[config.mk]
export PLATFORM = sky130hd
export DESIGN_NAME = spi_reg_ctrl
export DESIGN_NICKNAME = d
export VERILOG_FILES = /design/src/rtl/spi_reg_ctrl.sv
export SDC_FILE = /design/constraint.sdc
export NUM_CORES = 1
export LEC_CHECK = 0
export ABC_AREA = 1
export BUFFER_PORTS_ARGS = -buffer_cell sky130_fd_sc_hd__buf_2
export CORE_AREA = 4 4 84 126
export CTS_CLUSTER_DIAMETER = 30
export CTS_CLUSTER_SIZE = 8
export DETAILED_ROUTE_END_ITERATION = 7
export DIE_AREA = 0 0 88 130
export GPL_TIMING_DRIVEN = 0
export PLACE_DENSITY = 0.72
export RECOVER_POWER = 50
export SLEW_MARGIN = 0
export SYNTH_ARGS = -nofsm -noshare
export SYNTH_HDL_FRONTEND = slang
export SYNTH_SLANG_ARGS = --single-unit
[constraint.sdc]
create_clock -name clk -period 1.7 [get_ports clk]
set_clock_uncertainty 0.1 [all_clocks]
set_input_delay 0.17 -clock clk [delete_from_list [all_inputs] [get_ports clk]]
set_output_delay 0.17 -clock clk [all_outputs]
set_load 0.02 [all_outputs]
[src/rtl/spi_reg_ctrl.sv]
`default_nettype none
// ============================================================================
// spi_reg_ctrl : SPI command/data frame sequencer driving MIDI routing regs
// Rev 1.0
// ============================================================================
module spi_reg_ctrl #(
    parameter int NREG        = 8,
    parameter int IDLE_CYCLES = 256
) (
    input  logic                clk,
    input  logic                nreset,
    input  logic                spi_clk,
    input  logic [7:0]          sr_byte,
    output logic [7:0]          tx_byte,
    output logic                tx_load,
    output logic [NREG*8-1:0]   route_regs,
    output logic                wr_strobe,
    output logic [2:0]          wr_index,
    output logic                frame_err,
    output logic                busy
);

    typedef enum logic [1:0] {
        S_IDLE = 2'd0,
        S_CMD  = 2'd1,
        S_DATA = 2'd2
    } state_t;

    localparam logic [15:0] C_IDLE_MAX = 16'(IDLE_CYCLES);

    state_t              r_state;
    logic                r_sync1, r_sync2, r_sync3;
    logic [2:0]          r_bit_cnt;
    logic [15:0]         r_idle_cnt;
    logic [2:0]          r_cmd_idx;
    logic                r_cmd_rd;
    logic                r_cmd_valid;
    logic [NREG*8-1:0]   r_route_regs;
    logic [7:0]          r_tx_byte;
    logic                r_tx_load;
    logic                r_wr_strobe;
    logic [2:0]          r_wr_index;
    logic                r_frame_err;
    logic                r_busy;

    logic                w_rise;
    logic                w_bc;
    logic                w_to;
    logic                w_valid;
    logic [7:0]          w_rd_data;

    assign w_rise  = r_sync2 & ~r_sync3;
    assign w_bc    = w_rise && (r_bit_cnt == 3'd7);
    // A rise in the same cycle pre-empts the timeout.
    assign w_to    = (r_idle_cnt == C_IDLE_MAX) && !w_rise &&
                     ((r_state != S_IDLE) || (r_bit_cnt != 3'd0));
    assign w_valid = (sr_byte[6:3] == 4'd0) && (32'(sr_byte[2:0]) < NREG);

    always_comb begin
        w_rd_data = 8'h00;
        for (int i = 0; i < NREG; i++) begin
            if (sr_byte[2:0] == 3'(i)) w_rd_data = r_route_regs[i*8 +: 8];
        end
    end

    always_ff @(posedge clk) begin
        if (!nreset) begin
            r_state      <= S_IDLE;
            r_sync1      <= 1'b1;
            r_sync2      <= 1'b1;
            r_sync3      <= 1'b1;
            r_bit_cnt    <= 3'd0;
            r_idle_cnt   <= 16'd0;
            r_cmd_idx    <= 3'd0;
            r_cmd_rd     <= 1'b0;
            r_cmd_valid  <= 1'b0;
            r_route_regs <= '0;
            r_tx_byte    <= 8'h00;
            r_tx_load    <= 1'b0;
            r_wr_strobe  <= 1'b0;
            r_wr_index   <= 3'd0;
            r_frame_err  <= 1'b0;
            r_busy       <= 1'b0;
        end else begin
            r_sync1     <= spi_clk;
            r_sync2     <= r_sync1;
            r_sync3     <= r_sync2;
            r_tx_load   <= 1'b0;
            r_wr_strobe <= 1'b0;
            r_frame_err <= 1'b0;

            if (w_rise) begin
                r_idle_cnt <= 16'd0;
                r_bit_cnt  <= r_bit_cnt + 3'd1;
            end else if (r_idle_cnt != C_IDLE_MAX) begin
                r_idle_cnt <= r_idle_cnt + 16'd1;
            end

            if (w_to) begin
                r_frame_err <= 1'b1;
                r_bit_cnt   <= 3'd0;
                r_state     <= S_IDLE;
                r_busy      <= 1'b0;
            end else begin
                case (r_state)
                    S_IDLE: begin
                        if (w_rise) begin
                            r_state <= S_CMD;
                            r_busy  <= 1'b1;
                        end
                    end
                    S_CMD: begin
                        if (w_bc) begin
                            r_cmd_idx   <= sr_byte[2:0];
                            r_cmd_rd    <= sr_byte[7];
                            r_cmd_valid <= w_valid;
                            r_tx_byte   <= (sr_byte[7] && w_valid) ? w_rd_data : 8'h00;
                            r_tx_load   <= 1'b1;
                            r_state     <= S_DATA;
                        end
                    end
                    S_DATA: begin
                        if (w_bc) begin
                            if (r_cmd_valid && !r_cmd_rd) begin
                                for (int i = 0; i < NREG; i++) begin
                                    if (r_cmd_idx == 3'(i)) r_route_regs[i*8 +: 8] <= sr_byte;
                                end
                                r_wr_strobe <= 1'b1;
                                r_wr_index  <= r_cmd_idx;
                            end else if (!r_cmd_valid) begin
                                r_frame_err <= 1'b1;
                            end
                            r_state <= S_IDLE;
                            r_busy  <= 1'b0;
                        end
                    end
                    default: begin
                        r_state <= S_IDLE;
                        r_busy  <= 1'b0;
                    end
                endcase
            end
        end
    end

    assign tx_byte    = r_tx_byte;
    assign tx_load    = r_tx_load;
    assign route_regs = r_route_regs;
    assign wr_strobe  = r_wr_strobe;
    assign wr_index   = r_wr_index;
    assign frame_err  = r_frame_err;
    assign busy       = r_busy;

endmodule
`default_nettype wire

### Word-level counts from Yosys, hierarchy flattened

Cells that the tools add are included.

* bits in registers: 108
* bits of input ports: 11
* output and inout bits: 79
* word-level logic and storage cells: 107

* add/subtract/negate cells: 2
* eq/ne operators: 22
* multiplexer cells: 23
* bitwise gates (word level): 7
* reductions and logical operators: 30

Operator list (number)
* 8-bit 2-to-1 mux: 9
* 5-bit AND reduction: 8
* 3-bit equality test, second input constant: 9
* 16-bit by 1-bit adder with 16-bit output, second input constant: 1
* 16-bit by 9-bit equality test with 1-bit output, second input constant: 1
* 16-bit by 9-bit != test with 1-bit output, second input constant: 1
* 3-bit by 2-bit equality test with 1-bit output, second input constant: 4
* 1-bit 2-to-1 mux: 9
* 3-bit AND reduction: 3
* 3-bit by 1-bit equality test with 1-bit output, second input constant: 2
* 3-bit logical NOT: 2
* 2-bit 2-to-1 mux: 3
* 2-bit != test, second input constant: 3
* 1-bit inverter: 6
* 2-bit case mux with 3 select lines: 1
* 1-bit logical AND: 5
* 4-bit logical NOT: 1
* 4-bit AND reduction: 1
* 2-bit OR reduction: 2
* 4-bit OR reduction: 1
* 3-bit by 1-bit adder with 3-bit output, second input constant: 1
* 1-bit case mux with 3 select lines: 1
* 3-bit nonzero test: 1
* 3-bit OR reduction: 1
* other kinds (7): 8

### Longest topological paths before layout

Gate-level depths: netlist (run 1).

* depth after elaboration: 10
* depth in mapped cells: 12

### Worst setup path after synthesis (run 1)

No wires, ideal clock.

* path kind: register to register
* start: register r_bit_cnt[0]
* end: register r_route_regs[2], in the netlist route_regs[2]
* data arrival time: 1522 ps
* data required time: 1481 ps
* slack: -41 ps
* cell stages (with the launch flop): 12
* path buffers: 1
* cells stage by stage: dfxtp_1 ha_1 ha_1 nand2_4 nor2_8 inv_4 nor2_8 nand2_2 clkinv_2 buf_6 o21ai_1 a21oi_2

* word-level cells in the longest chain between the ends: 5
* elaborated cells on any way between the ends: 7

RTL lines
* start, declared: line 33 `logic [2:0] r_bit_cnt;`
* start signal, assigned: line 94 `r_bit_cnt <= r_bit_cnt + 3'd1;`
* 3-bit nonzero test: line 56 `((r_state != S_IDLE) || (r_bit_cnt != 3'd0));`
* 1-bit logical OR: line 56
* 1-bit logical AND: line 55 `assign w_to = (r_idle_cnt == C_IDLE_MAX) && !w_rise &&`
* 1-bit inverter (no source line)
* 5-bit AND reduction (no source line) (*)
* end signal, assigned by index: line 126 `if (r_cmd_idx == 3'(i)) r_route_regs[i*8 +: 8] <= sr_byte;`
* end, declared: line 38 `logic [NREG*8-1:0] r_route_regs;`

Mark *: on every way between the ends. The rest lies on a longest branch, timed or not.
A chain may end at the register's enable or synchronous reset.

### Final worst setup path (run 1)

* start: register r_bit_cnt[1]
* end: register r_route_regs[11], in the netlist route_regs[11]

Same word-level chain as after synthesis.

==> results of run 1 <==
==> stage by stage <==
step	std cells	setup TNS [ps]
final	877	-246.8
after global routing	877	-2689
after CTS	868	-262.0
after detailed placement	828	-12490
after global placement	828	-9333
after floorplan	625	-23.18
==> area by class of cell <==
cell class / count / area share
multi-input cells: 411 / 0.3854
flip-flops and latches: 108 / 0.3478
repair buffers: 122 / 0.1138
inverters: 83 / 0.05429
clock buffers: 10 / 0.03826
plain buffers: 23 / 0.02504
well taps: 115 / 0.02304
clock inverters: 4 / 0.01182
repair inverters: 1 / 0.0006010
==> layout by cell type (no fill, tap or decap), types with 15 or more instances in the layout <==
master,n
o21ai_1,19
o21ai_2,25
o21ai_0,29
nand2_1,89
clkbuf_1,65
inv_1,72
nor2_1,44
dfxtp_1,102
buf_2,35
a21oi_1,90
buf_4,18
nand4_1,15
a21oi_2,18
nand3_1,21
buf_6,15
==> worst min path at each step <==
stage,end,depth (start not counted),startpoint,slack [ps]
final,route_regs[22]$_SDFFE_PN0P_,3,sr_byte[6],60
after global routing,route_regs[22]$_SDFFE_PN0P_,3,sr_byte[6],80
after CTS,route_regs[22]$_SDFFE_PN0P_,3,sr_byte[6],50
after detailed placement,r_sync1$_SDFF_PN1_,2,spi_clk,260
after global placement,r_sync1$_SDFF_PN1_,2,spi_clk,260
after floorplan,r_sync1$_SDFF_PN1_,1,spi_clk,180
==> per-layer routing <==
metal | wire, µm | GRT usage | up-vias | share of wire
li1 | - | - | 2328 | -
met1 | 5395 | 0.2815 | 2281 | 0.37
met2 | 7522 | 0.4414 | 199 | 0.51
met3 | 860 | 0.04106 | 66 | 0.059
met4 | 878 | 0.1816 | 0 | 0.060
met5 | 0 | 0 | - | 0
==> kinds of logic after synthesis <==
| family | Yosys count |
|---|---|
| simple gates | 215 |
| flops | 108 |
| compound gates | 190 |
| fa+ha+maj | 5 |
| buf+inv | 106 |
| xor+xnor | 1 |
==> power by group <==
group	leakage [µW]	switching (µW)	total, µW	internal [µW]
Clock	0.000155	933	2250	1320
Combinational	0.00157	207	284	76.9
Sequential	0.000874	12.1	2550	2540
==> worst max-delay path, stage by stage (launching register included) <==
cell	delay [ps]
dfxtp_2	360
ha_4	140
ha_4	150
nand2_8	70
nor2_8	120
nand4_1	260
clkbuf_8	260
o21ai_4	140
a21oi_2	40
==> sequential cells by signal, indices dropped and copies added (netlist names), 2 cells and up <==
signal and cells:
r_idle_cnt 16, route_regs 64, tx_byte 8, r_cmd_idx 3
r_bit_cnt 3, wr_index 3, r_state 2
==> repair_timing <==
item                       4_1_cts  5_1_grt
gates cloned                     6        0
hold buffers                     1        0
pin swaps                        6       17
setup buffers                   19        9
setup endpoints to repair       70       82
resized for setup               77       83
hold endpoints to repair         1        0
==> out/metrics.cfg, run 1 <==
[logic_synthesis]
muxShareOfSynthArea=0
synth_edf_count=0
synth_warnings=0
synth_nets=641
yosysUniqueCellTypes=34
synthTopCellsByArea=dfxtp_1, a21oi_1, nand2_1
synth_compound_area_frac=0.2129
synth_seq_cells=108
yosysMostFrequentCell=dfxtp_1
async_flop_share=0
synth_top_cell_area_share=0.4628
yosys.area_share.adder=0.01339
synth-simple-area-share=0.2148
synth-main-ff-cell=dfxtp_1
synth_commonest_cells=dfxtp_1, a21oi_1, nand2_1
netlist_area_mm2=0.004672
syn_inst=625
synth_top_family_by_area=simple AND/OR/NAND/NOR gates
yosys.area.top_type=dfxtp_1
seq_area_frac_synth=0.4628
syn_area_per_cell_um2=7.475
synth_xor_area_frac=0.001875

[die]
core-area_mm2=0.009524
die_width_um=88
dieArea_mm2=0.01144
rows=44
io_pins=90
start_util=0.4905
die_height_um=130

[worst_setup_path]
reg2reg_slack_ps=-40
start_kind=flop
arrival_ps=1880
endpoint=route_regs[11]$_SDFFE_PN0P_
reg2reg_from=r_bit_cnt[1]$_SDFFE_PP0P_
endpoint_kind=flop
reg2reg_depth=8
path_class=flop to flop
critPathLaunch=r_bit_cnt[1]$_SDFFE_PP0P_
required_ps=1840
crit_fanout=5
regToRegEndpoint=route_regs[11]$_SDFFE_PN0P_

[global_routing]
grtUsageTotal=0.2563
overflow=0
grt_pass1_vias=4733
grt_max_degree=17
grt_pass1_wl_um=22570
antenna_found_initial=0

[clock_tree]
cts_tree=yes
cts_buffers=9
clk_latency_ps=350
clock_sinks=108
htreeDepth=3
cts_root_buf=clkbuf_16
clk_pin_slew_ps=70
clock_path_buffers=2

[job]
drv_cap=0

[cells_and_area]
nFillCells=817
register_area_mm2=0.002172
final_nets=775
multi_input_area_mm2=0.002407
antennaDiodeCount=0
postLayoutCoreUtil=0.6558
synthToLayoutAreaGrowth_pct=33.69
final_layout_size_suffix_gt1_frac=0.2598
post-route-cell-area_mm2=0.006246

[sta]
max_slew_margin=0.5245
tightest_slew_ps=713.3
worst_slack_ps=-44.32
drv_slew=0
whs_ps=57.11
hold_viol=0
fin_crit_ps=1744
fin_crit_sh=1.026
fmax_mhz=573.3
finalSetupViolations=17
rsz0062_at_grt=true

[detailed_routing]
wl_per_cell_um=16.71
viasPerCell=5.558
final_antenna_net_count=0
wl_um=14660
vias=4874
drt-initial-drc-count=263
post-route-drc-count=0
first_pass_iters=5

[power]
totalPowerFinal_uw=5088
ir_worst_vdd_mv=0.5117
p_leak_uw=0.002595
powerDensity_mw_per_mm2=814.7

[place]
dp_slack_ps=-373.4
io_buffers=88
gp_congestion=0.9157
hpwl_um=10000
placed_area_mm2=0.005256

[worst_hold_path]
hold_class=primary input to flop

[outcome]
status=finished, violations left
violations=setup timing

Power figures use the tool's default switching activity.
==> inputs of run 2 (changes only) <==
--- a/config.mk
+++ b/config.mk
@@ -12,7 +12,6 @@
 export CTS_CLUSTER_SIZE = 8
 export DETAILED_ROUTE_END_ITERATION = 7
 export DIE_AREA = 0 0 88 130
-export GPL_TIMING_DRIVEN = 0
 export PLACE_DENSITY = 0.72
 export RECOVER_POWER = 50
 export SLEW_MARGIN = 0
==> run 2 against run 1 <==
  * The flow now finishes without violations
  * Worst setup slack improved by 45 ps
  * Wire length is 6.8% lower
  * Sequential share of layout area is 1.6 points higher
  * Critical path type unchanged
==> out/metrics.cfg, run 2 (same netlist as run 1, synthesis figures left out) <==
[sta]
whs_ps=62.90  ; +5.789 ps
max_slew_margin=0.6932  ; +0.1687
fin_crit_sh=0.9994  ; -0.02670
drv_slew=0  ; unchanged
rsz0062_at_grt=true
fmax_mhz=588.6  ; +2.7%
tightest_slew_ps=457.7  ; -255.6 ps
finalSetupViolations=0  ; -17
fin_crit_ps=1699  ; -45.39 ps
hold_viol=0  ; unchanged
fin_tns_setup_ps=0  ; +246.8 ps

[clock_tree]
htreeDepth=3  ; unchanged
cts_buffers=9  ; unchanged
clock_path_buffers=2  ; unchanged
clk_latency_ps=350  ; about the same
cts_root_buf=clkbuf_16
cts_tree=yes
clk_pin_slew_ps=70  ; about the same
clock_sinks=108  ; unchanged

[worst_setup_path]
reg2reg_depth=11  ; +3
cp_slowest_cell=dfxtp_2
crit_fanout=6  ; +1
required_ps=1870  ; +30 ps
path_buf_inv=3  ; +2
reg2reg_from=r_bit_cnt[0]$_SDFFE_PP0P_
endpoint_kind=flop
arrival_ps=1870  ; about the same
path_class=flop to flop
cp_top_family=simple AND/OR/NAND/NOR gates
regToRegEndpoint=route_regs[48]$_SDFFE_PN0P_
reg2reg_slack_ps=1  ; +50 ps
start_kind=flop
critPathLaunch=r_bit_cnt[0]$_SDFFE_PP0P_
cp_cell_sequence=ha_4 > ha_4 > nand2_4 > nor2_8 > inv_6 > buf_12 > nor2_8 > nand2_4 > inv_4 > o21ai_1 > a21oi_1
cpPeakStageDelay_ps=360  ; about the same

[global_routing]
antenna_found_initial=0  ; unchanged
grt_pass1_vias=4638  ; -2.0%
overflow=0  ; unchanged
grt_max_degree=37  ; +20
grtUsageTotal=0.2438  ; -0.01256
grt_pass1_wl_um=21840  ; -3.2%

[place]
gp_congestion=0.9095  ; -0.68%
hpwl_um=10210  ; +2.1%
place_inst=856  ; +3.4%
io_buffers=89  ; +1.1%

[die]
start_util=0.4905  ; unchanged
core-area_mm2=0.009524  ; unchanged
rows=44  ; unchanged
die_height_um=130  ; unchanged
dieArea_mm2=0.01144  ; unchanged
io_pins=90  ; unchanged
die_width_um=88  ; unchanged

[cells_and_area]
layout_common_cells=a21oi_1, dfxtp_1, nand2_1, inv_1, clkbuf_1
largest_reg_flops=64  ; unchanged
antennaDiodeCount=0  ; unchanged
fin_cells=882  ; +0.57%
final_nets=778  ; +0.39%
synthToLayoutAreaGrowth_pct=27.74
final_layout_size_suffix_gt1_frac=0.2021  ; -0.05776

[power]
p_sw_uw=1162  ; +0.88%
switching_share=0.2347  ; +0.008284
totalPowerFinal_uw=4952  ; -2.7%
power_frac_seq=0.515  ; +0.013
p_clk_frac=0.428  ; -0.014
p_leak_uw=0.002503  ; -3.5%
powerDensity_mw_per_mm2=829.7  ; +1.8%
combPwrFrac=0.057  ; about the same
power.internal_uw=3790  ; -3.7%
ir_worst_vdd_mv=0.6191  ; +21%

[detailed_routing]
wl_per_cell_um=15.49  ; -7.3%
wl_um=13660  ; -6.8%
first_pass_iters=5  ; unchanged
final_antenna_net_count=0  ; unchanged
vias=4774  ; -2.1%
viasPerCell=5.413  ; -2.6%
drt-initial-drc-count=322  ; +22%
post-route-drc-count=0  ; unchanged

[worst_hold_path]
holdPathEnd=route_regs[22]$_SDFFE_PN0P_
min-delay-start=sr_byte[6]
hold_class=primary input to flop
holdPathStages=3  ; unchanged

[job]
drv_cap=0  ; unchanged

[outcome]
status=finished clean

==> run 2: stage by stage <==
stage | util | cell area (µm²) | worst slack (ps)
floorplan | - | 4672 | -23.18
global placement | 0.5800 | 5524 | -71.29
detailed placement | 0.5800 | 5524 | -149.2
CTS | 0.6284 | 5984 | -36.25
global route | 0.6266 | 5968 | -66.75
finish | 0.6266 | 5968 | 1.064
==> run 2: power groups by stage <==
stage | sequential (µW) | clock (µW) | combinational, µW
global placement | 2610 | 0 | 262
finish | 2550 | 2120 | 282
floorplan | 2610 | 0 | 150
CTS | 2550 | 2140 | 273
global route | 2550 | 2260 | 309
detailed placement | 2610 | 0 | 267
==> run 2: how the worst max path moves through the flow <==
stage | endpoint | slack (ps) | depth (start not counted)
CTS | route_regs[39]$_SDFFE_PN0P_ | -40 | 11
detailed placement | route_regs[39]$_SDFFE_PN0P_ | -150 | 11
finish | route_regs[48]$_SDFFE_PN0P_ | 1 | 11
global route | route_regs[39]$_SDFFE_PN0P_ | -70 | 11
global placement | route_regs[6]$_SDFFE_PN0P_ | -70 | 11
floorplan | route_regs[2]$_SDFFE_PN0P_ | -20 | 11
==> run 2: metal layers <==
layer | vias to the layer above | wire [µm] | track usage
li1 | 2348 | - | -
met1 | 2202 | 5170 | 0.2673
met2 | 169 | 7018 | 0.4210
met3 | 55 | 692 | 0.05180
met4 | 0 | 777 | 0.1527
met5 | - | 0 | 0
==> run 2: layout make-up <==
class                      count  area (µm²)
timing repair buffer         145       815.8
inverter                      83       339.1
sequential                   108        2172
tap                          115       143.9
fill                         853        3556
multi-input combinational    411        2170
clock inverter                 6       71.32
clock buffer                  10       229.0
timing repair inverter         4       27.53
==> run 2: worst register-to-register path, delay by kind of cell (launching register included) <==
kind | cells | cell delay, ps
and+or+nand+nor | 4 | 400
buffers and inverters | 3 | 270
adders and majority gates | 2 | 270
DFF | 1 | 360
AOI/OAI and AO/OA | 2 | 230
==> run 2: what timing repair did <==
item / in CTS / in global routing
pin swaps: 5 / 5
buffers inserted: 4 / 1
setup endpoints to repair: 58 / 70
gates cloned: 4 / 0
hold buffers: 1 / 0
gates resized for setup: 32 / 36
endpoints found under the hold margin: 1 / 0
==> inputs of run 3 (changes only) <==
--- a/config.mk
+++ b/config.mk
@@ -7,13 +7,14 @@
 export LEC_CHECK = 0
 export ABC_AREA = 1
 export BUFFER_PORTS_ARGS = -buffer_cell sky130_fd_sc_hd__buf_2
+export CAP_MARGIN = 20
 export CORE_AREA = 4 4 84 126
 export CTS_CLUSTER_DIAMETER = 30
 export CTS_CLUSTER_SIZE = 8
 export DETAILED_ROUTE_END_ITERATION = 7
 export DIE_AREA = 0 0 88 130
 export PLACE_DENSITY = 0.72
-export RECOVER_POWER = 50
+export RECOVER_POWER = 25
 export SLEW_MARGIN = 0
 export SYNTH_ARGS = -nofsm -noshare
 export SYNTH_HDL_FRONTEND = slang
==> run 3 against run 2 <==
  * The run now ends with setup timing left
  * Die area did not move
  * Sequential power barely moved
  * Clock power barely moved
  * Final cell count did not move
  * Worst setup slack got worse by 15 ps
  * Core utilization rose by 0.45 points
  * Global-route usage did not move
  * Non-clock buffer count did not move
  * Largest power group unchanged
==> out/metrics.cfg, run 3 (same netlist as run 1, synthesis figures left out) <==
[outcome]
status=finished, violations left
violations=setup timing

[sta]
worst_slack_ps=-13.72  ; -14.79 ps
max_slew_margin=0.6909  ; -0.002329
finalSetupViolations=1  ; +1
rsz0062_at_grt=true
fin_crit_sh=1.008  ; +0.008697
tightest_slew_ps=461.2  ; +3.475 ps
drv_slew=0  ; unchanged
fin_crit_ps=1714  ; +14.79 ps
hold_viol=0  ; unchanged
fmax_mhz=583.5  ; -0.86%

[detailed_routing]
final_antenna_net_count=0  ; unchanged
wl_um=13760  ; +0.74%
post-route-drc-count=0  ; unchanged
drt-initial-drc-count=342  ; +6.2%
wl_per_cell_um=15.60  ; +0.74%
vias=4769  ; -0.10%
first_pass_iters=5  ; unchanged
viasPerCell=5.407  ; -0.10%

[die]
start_util=0.4905  ; unchanged
dieArea_mm2=0.01144  ; unchanged
die_width_um=88  ; unchanged
io_pins=90  ; unchanged
core-area_mm2=0.009524  ; unchanged
rows=44  ; unchanged
die_height_um=130  ; unchanged

[clock_tree]
cts_tree=yes
cts_root_buf=clkbuf_16
cts_buffers=9  ; unchanged
clk_latency_ps=350  ; about the same
clk_pin_slew_ps=70  ; about the same
htreeDepth=3  ; unchanged
clock_path_buffers=2  ; unchanged
clock_sinks=108  ; unchanged

[worst_setup_path]
path_class=flop to flop
reg2reg_from=r_bit_cnt[0]$_SDFFE_PP0P_
cpPeakStageDelay_ps=360  ; about the same
required_ps=1870  ; about the same
critPathLaunch=r_bit_cnt[0]$_SDFFE_PP0P_
cp_cell_sequence=ha_4 > ha_4 > nand2_4 > nor2_8 > inv_6 > buf_12 > nor2_8 > nand2_4 > inv_6 > o21ai_1 > a21oi_1
start_kind=flop
arrival_ps=1890  ; +20 ps
reg2reg_slack_ps=-10  ; about the same
endpoint_kind=flop
crit_fanout=7  ; +1
reg2reg_depth=11  ; unchanged
endpoint=route_regs[34]$_SDFFE_PN0P_
regToRegEndpoint=route_regs[34]$_SDFFE_PN0P_
cp_slowest_cell=dfxtp_2

[worst_hold_path]
holdPathStages=3  ; unchanged
hold_class=primary input to flop
min-delay-start=sr_byte[6]

[cells_and_area]
layout_common_cells=a21oi_1, dfxtp_1, nand2_1, inv_1, buf_2
largest_reg_flops=64  ; unchanged
antennaDiodeCount=0  ; unchanged
final_nets=778  ; unchanged
synthToLayoutAreaGrowth_pct=28.66
fin_cells=882  ; unchanged
final_layout_size_suffix_gt1_frac=0.2464  ; +0.04433

[global_routing]
overflow=0  ; unchanged
grt_pass1_vias=4638  ; unchanged
grt_max_degree=37  ; unchanged
grtUsageTotal=0.2438  ; unchanged
antenna_found_initial=0  ; unchanged
grt_pass1_wl_um=21840  ; unchanged

[job]
drv_cap=0  ; unchanged

[power]
powerDensity_mw_per_mm2=824.7  ; -0.61%
p_leak_uw=0.002654  ; +6.0%
ir_worst_vdd_mv=0.6212  ; +0.34%

[place]
place_inst=856  ; unchanged
hpwl_um=10210  ; unchanged
io_buffers=89  ; unchanged
gp_congestion=0.9095  ; unchanged
dp_slack_ps=-149.2  ; unchanged

run 3: final cells by class:
cell class / instances / area (µm²)
tap: 115 / 143.9
multi-input combinational: 411 / 2170
timing repair buffer: 145 / 858.3
timing repair inverter: 4 / 27.53
inverter: 83 / 339.1
fill: 835 / 3513
clock inverter: 6 / 71.32
clock buffer: 10 / 229.0
sequential: 108 / 2172
run 3: routing by layer:
metal,track usage,routed length [µm],share of wire
met2,0.4210,7080,0.51
met5,0,0,0
met3,0.05180,670,0.049
met1,0.2673,5261,0.38
met4,0.1527,748,0.054
run 3: where the power goes:
part           internal (µW)  switching, µW
combinational           94.4            188
sequential              2540           11.4
clock                   1160            968
total                   3790           1170
run 3: worst min path at each step:
stage                                             end  slack (ps)
final                     route_regs[22]$_SDFFE_PN0P_          60
after global routing      route_regs[22]$_SDFFE_PN0P_          60
after CTS                 route_regs[22]$_SDFFE_PN0P_          40
after detailed placement           r_sync1$_SDFF_PN1_         260
after global placement             r_sync1$_SDFF_PN1_         260
after floorplan                    r_sync1$_SDFF_PN1_         180
run 3: worst max-delay path, delay by kind of cell (launching register included):
| family | cells | cell delay [ps] |
|---|---|---|
| compound gates | 2 | 220 |
| simple gates | 4 | 410 |
| buf+inv | 3 | 280 |
| fa+ha+maj | 2 | 270 |
| flops | 1 | 360 |
run 3: what timing repair did:
item                                   4_1_cts  5_1_grt
cloned                                       4        0
endpoints found under the hold margin        1        0
hold buffers                                 1        0
resized for setup                           32       36
pin swaps                                    5        5
buffers inserted                             4        1
setup endpoints to repair                   58       70
run 3: per-stage QoR:
stage	util	total power [µW]	hold slack (ps)	TNS (ps)	cell area (µm²)
after floorplan	-	2758	176.6	-23.18	4672
after global placement	0.5800	2870	257.4	-976.6	5524
final	0.6311	4957	55.20	-13.72	6011
after CTS	0.6284	4962	39.68	-249.3	5984
after global routing	0.6311	5120	59.01	-1353	6011
after detailed placement	0.5800	2877	260.9	-3533	5524
